## src/rtl/wb_iq_sample_fifo.sv

```systemverilog
// wb_iq_sample_fifo
//   Wishbone slave buffering host-written I/Q sample pairs in a circular FIFO.
//   A programmable down-counter paces pops that drive registered I/Q DAC codes.
//
//   Optional build macro: IQ_FIFO_LOOP_EN enables loop (circular replay) mode
//   on CTRL bit1. Without it, CTRL bit1 is ignored on write and reads 0.
//
// Ports
//   i_clk, i_reset          clock, synchronous active-high reset
//   i_wb_cyc/stb/we/addr    Wishbone request (stb already page-qualified)
//   i_wb_data               write data
//   o_wb_ack                ack one cycle after each stb
//   o_wb_stall              always 0
//   o_wb_data               read data, valid in ack cycle
//   o_dac_a / o_dac_b       registered I / Q codes, offset binary
//   o_sample_stb            pulses in the cycle the DAC codes update
//   o_underrun              sticky underrun flag
//
// Register map (word address)
//   0 DATA   W: push {I=data[25:16], Q=data[9:0]}       R: 0
//   1 RATE   R/W sample period - 1
//   2 CTRL   W: b0 enable, b1 loop, b4 w1c underrun, b5 w1c overflow
//            R: b0 enable, b1 loop, b2 empty, b3 full, b4 underrun, b5 overflow
//   3 LEVEL  R: occupancy
//   4-7      acked, read 0, writes ignored
module wb_iq_sample_fifo #(
    parameter int DEPTH_LOG2 = 6,
    parameter int DAC_WIDTH  = 10,
    parameter int RATE_WIDTH = 16
) (
    input  logic                  i_clk,
    input  logic                  i_reset,
    input  logic                  i_wb_cyc,
    input  logic                  i_wb_stb,
    input  logic                  i_wb_we,
    input  logic [2:0]            i_wb_addr,
    input  logic [31:0]           i_wb_data,
    output logic                  o_wb_ack,
    output logic                  o_wb_stall,
    output logic [31:0]           o_wb_data,
    output logic [DAC_WIDTH-1:0]  o_dac_a,
    output logic [DAC_WIDTH-1:0]  o_dac_b,
    output logic                  o_sample_stb,
    output logic                  o_underrun
);
    localparam int DEPTH  = 1 << DEPTH_LOG2;
    localparam int PW     = DEPTH_LOG2 + 1;
    localparam int WORD_W = 2 * DAC_WIDTH;
    localparam logic [DAC_WIDTH-1:0] MIDSCALE = {1'b1, {(DAC_WIDTH-1){1'b0}}};

    logic [WORD_W-1:0]     mem_q [DEPTH];
    logic [PW-1:0]         wr_ptr_q, wr_ptr_d, rd_ptr_q, rd_ptr_d;
    logic [RATE_WIDTH-1:0] rate_q, rate_d, cnt_q, cnt_d;
    logic                  enable_q, enable_d;
    logic                  loop_q;
    logic                  underrun_q, underrun_d, overflow_q, overflow_d;
    logic [DAC_WIDTH-1:0]  dac_a_q, dac_a_d, dac_b_q, dac_b_d;
    logic                  stb_q, stb_d, ack_q, ack_d;
    logic [31:0]           rdata_q, rdata_d;

    logic                  mem_we;
    logic [WORD_W-1:0]     mem_wdata, head;
    logic [PW-1:0]         level;
    logic                  req, bus_wr, bus_rd, empty, full, tick, pop;
    logic                  data_wr, ctrl_wr, push_ok, loop_back;
    logic                  unused_bits;

`ifdef IQ_FIFO_LOOP_EN
    logic loop_d;
`else
    assign loop_q = 1'b0;
`endif

    assign unused_bits = ^i_wb_data;

    assign req     = i_wb_cyc & i_wb_stb;
    assign bus_wr  = req & i_wb_we;
    assign bus_rd  = req & ~i_wb_we;
    assign data_wr = bus_wr && (i_wb_addr == 3'd0);
    assign ctrl_wr = bus_wr && (i_wb_addr == 3'd2);

    assign level = wr_ptr_q - rd_ptr_q;
    assign empty = (level == '0);
    assign full  = (level == PW'(DEPTH));
    assign head  = mem_q[rd_ptr_q[DEPTH_LOG2-1:0]];

    assign tick      = enable_q && (cnt_q == '0);
    assign pop       = tick & ~empty;
    // A push into a full FIFO is still accepted when a pop frees a slot this cycle.
    assign push_ok   = data_wr & ~loop_q & (~full | pop);
    assign loop_back = pop & loop_q;

    always_comb begin
        mem_we     = push_ok | loop_back;
        mem_wdata  = loop_back ? head
                               : {i_wb_data[16 +: DAC_WIDTH], i_wb_data[0 +: DAC_WIDTH]};
        wr_ptr_d   = wr_ptr_q + PW'(mem_we);
        rd_ptr_d   = rd_ptr_q + PW'(pop);

        rate_d     = rate_q;
        enable_d   = enable_q;
`ifdef IQ_FIFO_LOOP_EN
        loop_d     = loop_q;
`endif
        underrun_d = underrun_q;
        overflow_d = overflow_q;

        if (bus_wr && (i_wb_addr == 3'd1))
            rate_d = i_wb_data[RATE_WIDTH-1:0];

        if (ctrl_wr) begin
            enable_d = i_wb_data[0];
`ifdef IQ_FIFO_LOOP_EN
            loop_d   = i_wb_data[1];
`endif
            if (i_wb_data[4]) underrun_d = 1'b0;
            if (i_wb_data[5]) overflow_d = 1'b0;
        end
        // Set beats a same-cycle write-1-clear.
        if (tick & empty)         underrun_d = 1'b1;
        if (data_wr & ~push_ok)   overflow_d = 1'b1;

        // Counter parks at RATE while disabled so enabling starts a full period.
        if (!enable_q || (cnt_q == '0))
            cnt_d = rate_q;
        else
            cnt_d = cnt_q - 1'b1;

        dac_a_d = dac_a_q;
        dac_b_d = dac_b_q;
        if (pop) begin
            dac_a_d = head[WORD_W-1 -: DAC_WIDTH];
            dac_b_d = head[DAC_WIDTH-1:0];
        end
        stb_d = pop;

        ack_d   = req;
        rdata_d = '0;
        if (bus_rd) begin
            case (i_wb_addr)
                3'd1:    rdata_d = 32'(rate_q);
                3'd2:    rdata_d = {26'd0, overflow_q, underrun_q, full, empty,
                                    loop_q, enable_q};
                3'd3:    rdata_d = 32'(level);
                default: rdata_d = '0;
            endcase
        end
    end

    always_ff @(posedge i_clk) begin
        if (mem_we && !i_reset)
            mem_q[wr_ptr_q[DEPTH_LOG2-1:0]] <= mem_wdata;
    end

    always_ff @(posedge i_clk) begin
        if (i_reset) begin
            wr_ptr_q   <= '0;
            rd_ptr_q   <= '0;
            rate_q     <= '0;
            cnt_q      <= '0;
            enable_q   <= 1'b0;
`ifdef IQ_FIFO_LOOP_EN
            loop_q     <= 1'b0;
`endif
            underrun_q <= 1'b0;
            overflow_q <= 1'b0;
            dac_a_q    <= MIDSCALE;
            dac_b_q    <= MIDSCALE;
            stb_q      <= 1'b0;
            ack_q      <= 1'b0;
            rdata_q    <= '0;
        end else begin
            wr_ptr_q   <= wr_ptr_d;
            rd_ptr_q   <= rd_ptr_d;
            rate_q     <= rate_d;
            cnt_q      <= cnt_d;
            enable_q   <= enable_d;
`ifdef IQ_FIFO_LOOP_EN
            loop_q     <= loop_d;
`endif
            underrun_q <= underrun_d;
            overflow_q <= overflow_d;
            dac_a_q    <= dac_a_d;
            dac_b_q    <= dac_b_d;
            stb_q      <= stb_d;
            ack_q      <= ack_d;
            rdata_q    <= rdata_d;
        end
    end

    assign o_wb_ack     = ack_q;
    assign o_wb_stall   = 1'b0;
    assign o_wb_data    = rdata_q;
    assign o_dac_a      = dac_a_q;
    assign o_dac_b      = dac_b_q;
    assign o_sample_stb = stb_q;
    assign o_underrun   = underrun_q;
endmodule

```

## config.mk

```make
export PLATFORM = sky130hd
export DESIGN_NAME = wb_iq_sample_fifo
export DESIGN_NICKNAME = d
export VERILOG_FILES = /design/src/rtl/wb_iq_sample_fifo.sv
export SDC_FILE = /design/constraint.sdc
export NUM_CORES = 1
export LEC_CHECK = 0
export CAP_MARGIN = 20
export CORE_AREA = 2 2 260 390
export DETAILED_ROUTE_END_ITERATION = 12
export DIE_AREA = 0 0 262 392
export DONT_BUFFER_PORTS = 1
export PLACE_DENSITY = 0.69
export SLEW_MARGIN = 20
export SYNTH_ARGS = -nofsm -noshare
export SYNTH_HDL_FRONTEND = slang
export SYNTH_SLANG_ARGS = --single-unit
```

## constraint.sdc

```tcl
create_clock -name i_clk -period 8.96 [get_ports i_clk]
set_clock_uncertainty 0.15 [all_clocks]
set_input_delay 0.896 -clock i_clk [delete_from_list [all_inputs] [get_ports i_clk]]
set_output_delay 0.896 -clock i_clk [all_outputs]
set_load 0.02 [all_outputs]
```

==> results.md <==
* Status: completed
* Post-DR vias/cell at between 6 and 7
* Final hold violation count at 0
* PD cells at 203 mW/mm2
* Largest net degree at the start of global routing at 140
* Fin util at ~60%
* Actual slew at the worst max-slew pin at 1.15 ns
* Row count at 142
* Vias in the first global route at roughly 27000
* Antenna violations before repair at 6
* GP Congestion at approximately 0.89
* FMAX at 184 MHz
* Final setup vio count at 0
* Setup crit end kind: flip-flop
* Maximum fanout along the worst path at 52
* Remaining DRCs at 0
* Die footprint at 0.103 mm2
* Max-capacitance violation count at 0
* Setup Fix Bufs, Post-CTS at 0
* FF+latch count, synth at 1367
* TNS Setup at 0 ns
* Clock network fraction of total power at 41.1%
* Switching share of power at 18.9%
* Fin crit share at 60.7%
* GRT Util Overall at 25.4%
* DR iter-0 viols at 2892
* Final hold slack at 0.108 ns
* Vias post-DR at 26913
* P_int at 0.00962 W
* Sequential share of power at 58.7%
* Avg Cell Area, Syn at 19.4 um2
* H-tree Lvls at 3
* Hold WC Path Type: in2reg
* Worst EP arrival at 5.60 ns
* Total CTS buffers at 116
* Fill cells at 7034
* Seq/Total Area, Yosys at 75.6%
* Layout area overhead at 9.86%
* Number of flops mapped to enable cells by yosys at 1280
* Crit path time final at 5.44 ns
* Clk Latency, worst-skew pair at just over 0.7 ns
* Slew headroom at ~23%
* Core area at 0.0995 mm2
* Slew Limit Fails at 0
* Height of the die at 392 um
* Synth async-reset ratio at 0%
* Routed Antenna Nets at 0
* Sw Pwr at 0.00225 W
* HPWL after DPL at 74200 um
* Post-synthesis cell type count at 63
* Initial DRT Pass Iterations at 5
* Layout cells sized above 1 at about a fifth
* Comb power frac at 0.2%
* CP Launch Type: flip-flop
* Ys flop type: edfxtp_1
* Grt total ovfl at 0
* Global-route wire length before repair at 185000 um
* Clock transition at path regs at 0.07 ns
* Clk root buf: clkbuf_16
* Initial core utilization at 53.4%
* PortBufs at 0
* Post-CTS sizing at 0
* Clk buf depth at 3
* Design area at ~0.058 mm2
* Mapped cell area at 0.0532 mm2
* Drt wl/cell at between 30 and 40 um
* CTS Hold Buffers Added at 0
* # nets final at 2794
* CTS tree: built
* Crit Path Category: reg2reg
* Io pins at 96
* Critical Path RT at 9.12 ns
* VDD IR max at 165 uV
* Final wirelength at between 100000 and 150000 um
* Pleak at ~18 nW
* RSZ-0062 raised after global routing: false
* Synth Instances at ~2700
* Die Wd at around 260 um
* CTS sink cnt at about 1400
* Area after DPL at between 0.05 and 0.06 mm2
* Yosys warns at 0
worst paths after layout:
path | start | end | cells after the start | slack, ns
max | rd_ptr_q[2] | mem_q[40][14] | 11 | 3.52
min | i_reset | wr_ptr_q[4] | 1 | 0.11
max reg2reg | rd_ptr_q[2] | mem_q[40][14] | 11 | 3.52
min reg2reg | cnt_q[0] | cnt_q[0] | 1 | 0.32
state kept, by name (all words and copies together), names as in the netlist:
name	count
mem_q	1280
cnt_q	16
o_wb_data	16
rate_q	16
o_dac_a	10
o_dac_b	10
rd_ptr_q	7
wr_ptr_q	7
enable_q	1
o_sample_stb	1
o_underrun	1
o_wb_ack	1
overflow_q	1
cells in the mapped netlist, drive strengths merged (11+ instances only):
cell	number	share of area (%)
edfxtp	1280	72
mux4	287	12
nand2	165	1.2
clkbuf	106	0.75
mux2i	92	1.7
nor2	89	0.63
dfxtp	87	3.3
buf	85	0.96
a21oi	67	0.63
and3	50	0.59
nand3	41	0.40
nor4	36	0.46
inv	31	0.22
o221ai	31	0.51
a221oi	28	0.46
a211oi	24	0.34
a2111oi	22	0.36
a22oi	20	0.28
a31oi	19	0.22
o22ai	17	0.20
xnor2	16	0.26
and2	15	0.18
a32oi	13	0.21
ha	11	0.26
xor2	11	0.18
layout by cell type, fill, tap and decap left out, types with 31 or more instances in the layout:
master        n
edfxtp_1   1280
a21oi_1      67
nor4_2       32
buf_4        59
nor2_1       88
o221ai_1     31
nand3_1      39
nand2_1     165
clkbuf_16   119
mux4_2      287
and3_1       35
mux2i_1      92
dfxtp_1      81
critical path, cell delays in order, from the launching register on:
cell      delay [ns]
dfxtp_4         0.85
inv_1           0.09
buf_4           0.37
ha_1            0.46
o21ai_0         0.14
a2111o_1        0.39
o211ai_1        0.18
nor4_4          0.09
a311o_2         0.39
buf_4           0.30
inv_2           0.48
and3_1          1.03
cell families (layout without fill, tap and decap cells):
kind of cell | count (synthesis) | count (layout) | share of synthesized area (%)
adder cells (fa/ha/maj) | 12 | 12 | 0.296
other | 1 | 18 | 0.00705
XOR/XNOR | 27 | 27 | 0.445
AO/OA/AOI/OAI | 276 | 276 | 3.73
AND/OR/NAND/NOR | 448 | 448 | 4.07
multiplexers | 381 | 381 | 13.9
flip-flops | 1367 | 1367 | 75.6
buffers and inverters | 224 | 314 | 1.95
power by group through the flow:
stage	Clock [W]	Combinational [W]	Sequential [W]
3_5_place_dp	0	0.0000261	0.00711
5_1_grt	0.00517	0.0000290	0.00697
2_1_floorplan	0	0.0000315	0.00711
3_3_place_gp	0	0.0000253	0.00711
6_report	0.00488	0.0000269	0.00697
4_1_cts	0.00495	0.0000262	0.00697
layout make-up:
type / instances / area [um2] / area share (%)
Tap cell: 1296 / 1620 / 2.78
Timing Repair Buffer: 63 / 523 / 0.895
Inverter: 33 / 124 / 0.212
Clock inverter: 74 / 571 / 0.977
Multi-Input combinational cell: 1161 / 12300 / 21.0
Clock buffer: 144 / 3090 / 5.29
Antenna cell: 1 / 2.50 / 0.00428
Sequential cell: 1367 / 40200 / 68.8
per-layer routing:
layer,global-route usage (%),share of wire [%],vias up
li1,-,-,11177
met1,32.2,36,14226
met2,42.4,51,1281
met3,4.92,8.4,229
met4,11.5,4.5,0
met5,0,0,-
metrics by stage:
stage | setup WS (ns) | std cells | total power, W
after floorplan | 3.28 | 2752 | 0.00714
after global placement | 3.61 | 3920 | 0.00713
after detailed placement | 3.48 | 3920 | 0.00713
after CTS | 3.46 | 4138 | 0.0119
after global routing | 3.36 | 4138 | 0.0122
final | 3.52 | 4139 | 0.0119
(Power assumes the default switching activity.)
==> edit 1, RTL diff (same settings) <==
Register the output `o_underrun` once more, with the module's reset; this adds one clock of latency there. The other outputs are not delayed to match.
--- a/src/rtl/wb_iq_sample_fifo.sv
+++ b/src/rtl/wb_iq_sample_fifo.sv
@@ -194,6 +194,12 @@
     assign o_dac_a      = dac_a_q;
     assign o_dac_b      = dac_b_q;
     assign o_sample_stb = stb_q;
-    assign o_underrun   = underrun_q;
+    always_ff @(posedge i_clk) begin
+        if (i_reset) begin
+            o_underrun <= '0;
+        end else begin
+            o_underrun <= underrun_q;
+        end
+    end
 endmodule
 
Check against the original RTL: not equivalent (a bounded check fails within 4 cycles, from zero or initial values and one cycle with i_reset high).
==> edit 1 against the original RTL <==
- fmax shrank 6.3%
- sequential cell count grew 1
- highest routed layer unchanged
- first-iteration DRC count shrank 5.3%
- worst setup slack lost 0.37 ns
- cell area grew 0.45%
- cell count grew 1.3%
- total power grew 1.4%
- clock power grew 3%
- routed wire length shrank 0.84%
- synthesized area shrank 0.58%
- core utilization grew 0.27 points
- via count shrank 0.85%
- count of clock-buffer cells in the layout grew 12
==> edit 1: results (changes against the original RTL) <==
- Status: completed (unchanged)
- Placement Cell Area: 0.0549 mm2 (was 0.0547 mm2)
- Crit-path slowest cell: nor4_1 (was and3_1)
- Worst skew pair latency: 0.73 ns (was 0.71 ns)
- Sequential area share after synthesis: 0.760 (was 0.756)
- Area share of fa/ha/maj cells after synthesis: 0.00298 (was 0.00296)
- Layout cells sized above 1: 0.216 (was 0.209)
- Cells after synthesis: 2,721 (was 2,736)
- Multiplexer share of the synthesized area: 0.140 (was 0.139)
- Drt pass-1 iters: 7 (was 5)
- Initial antenna violation count: 1 (was 6)
- # nets final: 2,844 (was 2,794)
- ANT cells: 0 (was 1)
- WL final: 127 mm (was 129 mm)
- Post-synth top cells: edfxtp_1 (1,280), mux4_2 (274), nand2_1 (149) (was edfxtp_1 (1,280), mux4_2 (287), nand2_1 (165))
- # fillers: 7,046 (was 7,034)
- Finished Cell Area: 0.0587 mm2 (was 0.0584 mm2)
- CTS Buf Count: 119 (was 116)
- DR vias: 26,700 (was 26,900)
- WP data required: 9.26 ns (was 9.12 ns)
- Worst slew pin tran: 1.16 ns (was 1.15 ns)
- VDD IR-drop max: 0.158 mV (was 0.165 mV)
- Routability cong.: 0.895 (was 0.889)
- Total GRT Usage: 0.252 (was 0.254)
- Number of DRC markers in iteration 0: 2,739 (was 2,892)
## edit 1: cell type report
cell class | count | area share
clock inverter | 70 | 0.00996
sequential | 1368 | 0.685
inverter | 15 | 0.000981
tap | 1296 | 0.0276
clock buffer | 156 | 0.0550
multi-input combinational | 1187 | 0.208
timing repair buffer | 101 | 0.0136
## edit 1: worst paths after layout
check / startpoint / to / slack, ns / cells past startpoint
max: rd_ptr_q[1] / mem_q[37][14] / 3.15 / 11
min: i_reset / o_underrun / 0.08 / 1
max reg2reg: rd_ptr_q[1] / mem_q[37][14] / 3.15 / 11
min reg2reg: cnt_q[0] / cnt_q[0] / 0.31 / 1
## edit 1: cell families after synthesis
family / count (synthesis)
flip-flops: 1368
other: 1
adder cells (fa/ha/maj): 12
XOR/XNOR: 24
buffers and inverters: 182
AO/OA/AOI/OAI: 324
multiplexers: 399
AND/OR/NAND/NOR: 411
## edit 1: where the power goes
part,internal [uW],switching (uW)
Sequential,6970,1.52
Clock,2790,2250
Combinational,6.42,20.3
## edit 1: per-layer routing
metal | up-vias | wire length [um] | track usage
li1 | 11200 | - | -
met1 | 14000 | 45900 | 0.312
met2 | 1187 | 65600 | 0.426
met3 | 245 | 8980 | 0.0408
met4 | 0 | 6990 | 0.136
met5 | - | 0 | 0
## edit 1: stage by stage
| step | worst slack [ns] | std cells |
|---|---|---|
| 2_1_floorplan | 3.69 | 2737 |
| 3_3_place_gp | 3.42 | 3967 |
| 3_5_place_dp | 3.21 | 3967 |
| 4_1_cts | 3.19 | 4193 |
| 5_1_grt | 2.97 | 4193 |
| 6_report | 3.15 | 4193 |
==> edit 2, RTL diff (same settings) <==
Made on the original files. The parameter `RATE_WIDTH` goes from 16 to 12.
--- a/src/rtl/wb_iq_sample_fifo.sv
+++ b/src/rtl/wb_iq_sample_fifo.sv
@@ -26,7 +26,7 @@
 module wb_iq_sample_fifo #(
     parameter int DEPTH_LOG2 = 6,
     parameter int DAC_WIDTH  = 10,
-    parameter int RATE_WIDTH = 16
+    parameter int RATE_WIDTH = 12
 ) (
     input  logic                  i_clk,
     input  logic                  i_reset,
Formal check against the unedited RTL: not equivalent (a bounded check fails within 4 cycles, from zero or initial values and one cycle with i_reset high).
==> edit 2 against the original RTL <==
- total power up 0.25%
- worst setup slack better by 0.42 ns
- routed wire length down 4.2%
- worst hold slack worse by 0.016 ns
- global-route usage down 0.76 points
- sequential cell count down 12
- cell area down 1.2%
- sequential power down 0.7%
- critical path depth down 1
- synthesized area down 1.8%
- sequential share of layout area up 0.42 points
- clock power up 2%
- largest power group unchanged
- highest routed layer unchanged
==> edit 2: results (changes against the original RTL) <==
- Sw Share: 0.189 (about the same)
- Data arrival, critical path: 5.29 ns (was 5.60 ns)
- Dpl cells: 3,664 (was 3,920)
- Multiplexer share of the synthesized area: 0.148 (was 0.139)
- Post-synth top cells: edfxtp_1 (1,280), mux4_2 (306), dfxtp_1 (75) (was edfxtp_1 (1,280), mux4_2 (287), nand2_1 (165))
- Hold_ws: 0.0919 ns (was 0.108 ns)
- Complex-gate fraction of the synthesized area: 0.0375 (was 0.0373)
- Vias/cell: 6.47 (was 6.50)
- Area share of fa/ha/maj cells after synthesis: 0.00302 (was 0.00296)
- Avg Cell Area, Syn: 21.6 um2 (was 19.4 um2)
- Top fanout value on the critical path: 65 (was 52)
- CTS Buf Count: 115 (was 116)
- Top area cells in the synthesized netlist: edfxtp_1 (74%), mux4_2 (13%), dfxtp_1 (2.9%) (was edfxtp_1 (72%), mux4_2 (12%), dfxtp_1 (3.3%))
- Power consumption: 11,900 uW (about the same)
- Sequential Power Share: 0.581 (was 0.587)
- Worst slack, placed: 3.91 ns (was 3.48 ns)
- Largest net degree at the start of global routing: 124 (was 140)
- P_leak: 0.0175 uW (was 0.0178 uW)
- Worst slew pin tran: 1.10 ns (was 1.15 ns)
- XOR/XNOR share of the synthesized area: 0.00369 (was 0.00445)
- Crit-path slowest cell: nor3_2 (was and3_1)
- Worst reg2reg path depth: 10 (was 11)
- Routability cong.: 0.800 (was 0.889)
- DR vias: 25,100 (was 26,900)
- Final Cycle Share: 0.561 (was 0.607)
- Placement Cell Area: 0.0540 mm2 (was 0.0547 mm2)
- Initial antenna violation count: 3 (was 6)
- Crit-path leading delay family: simple AND/OR/NAND/NOR gates (was buffers and inverters)
- Layout cells sized above 1: 0.251 (was 0.209)
- Status: completed (unchanged)
- FFs w/ async S/R, synth: 0 (unchanged)
- Yosys cell types: 57 (was 63)
- Post-DP HPWL: 69.5 mm (was 74.2 mm)
- Number of global-route vias before repair: 25,800 (was 27,200)
- Wire per inst: 31.8 um (was 31.1 um)
- Sequential area share after synthesis: 0.765 (was 0.756)
- # nets final: 2,537 (was 2,794)
- Total GRT Usage: 0.246 (was 0.254)
- Number of DRC markers in iteration 0: 2,890 (was 2,892)
- Critical register-to-register path endpoint: mem_q[22][5] (was mem_q[40][14])
- VDD IR-drop max: 0.154 mV (was 0.165 mV)
- Endpoint, Worst Hold: o_wb_ack (was wr_ptr_q[4])
- Global-route wire length before repair: 178 mm (was 185 mm)
-- edit 2: cell count changes after synthesis, moves of 29 or more --
cell,before,now
nor3_1,7,69
o221ai_1,31,2
and3_1,50,4
nor4_1,34,3
a21oi_1,67,14
mux2i_1,92,34
a221oi_1,28,73
clkbuf_1,104,61
a22o_1,10,73
nand2_1,165,46
nand3_1,40,10
-- edit 2: layout make-up --
class                      instances  area, um2
fill                            7028      41800
sequential                      1355      39900
multi-input combinational        903      11600
clock buffer                     138       2990
tap                             1296       1620
clock inverter                    75        737
timing repair buffer              93        723
inverter                          17       63.8
antenna                            1       2.50
-- edit 2: layer usage --
layer | vias up | routed length [um] | global-route usage
met5 | - | 0 | 0
met4 | 0 | 7730 | 0.145
met3 | 251 | 8540 | 0.0363
met2 | 1105 | 62500 | 0.407
met1 | 13400 | 44400 | 0.310
li1 | 10300 | - | -
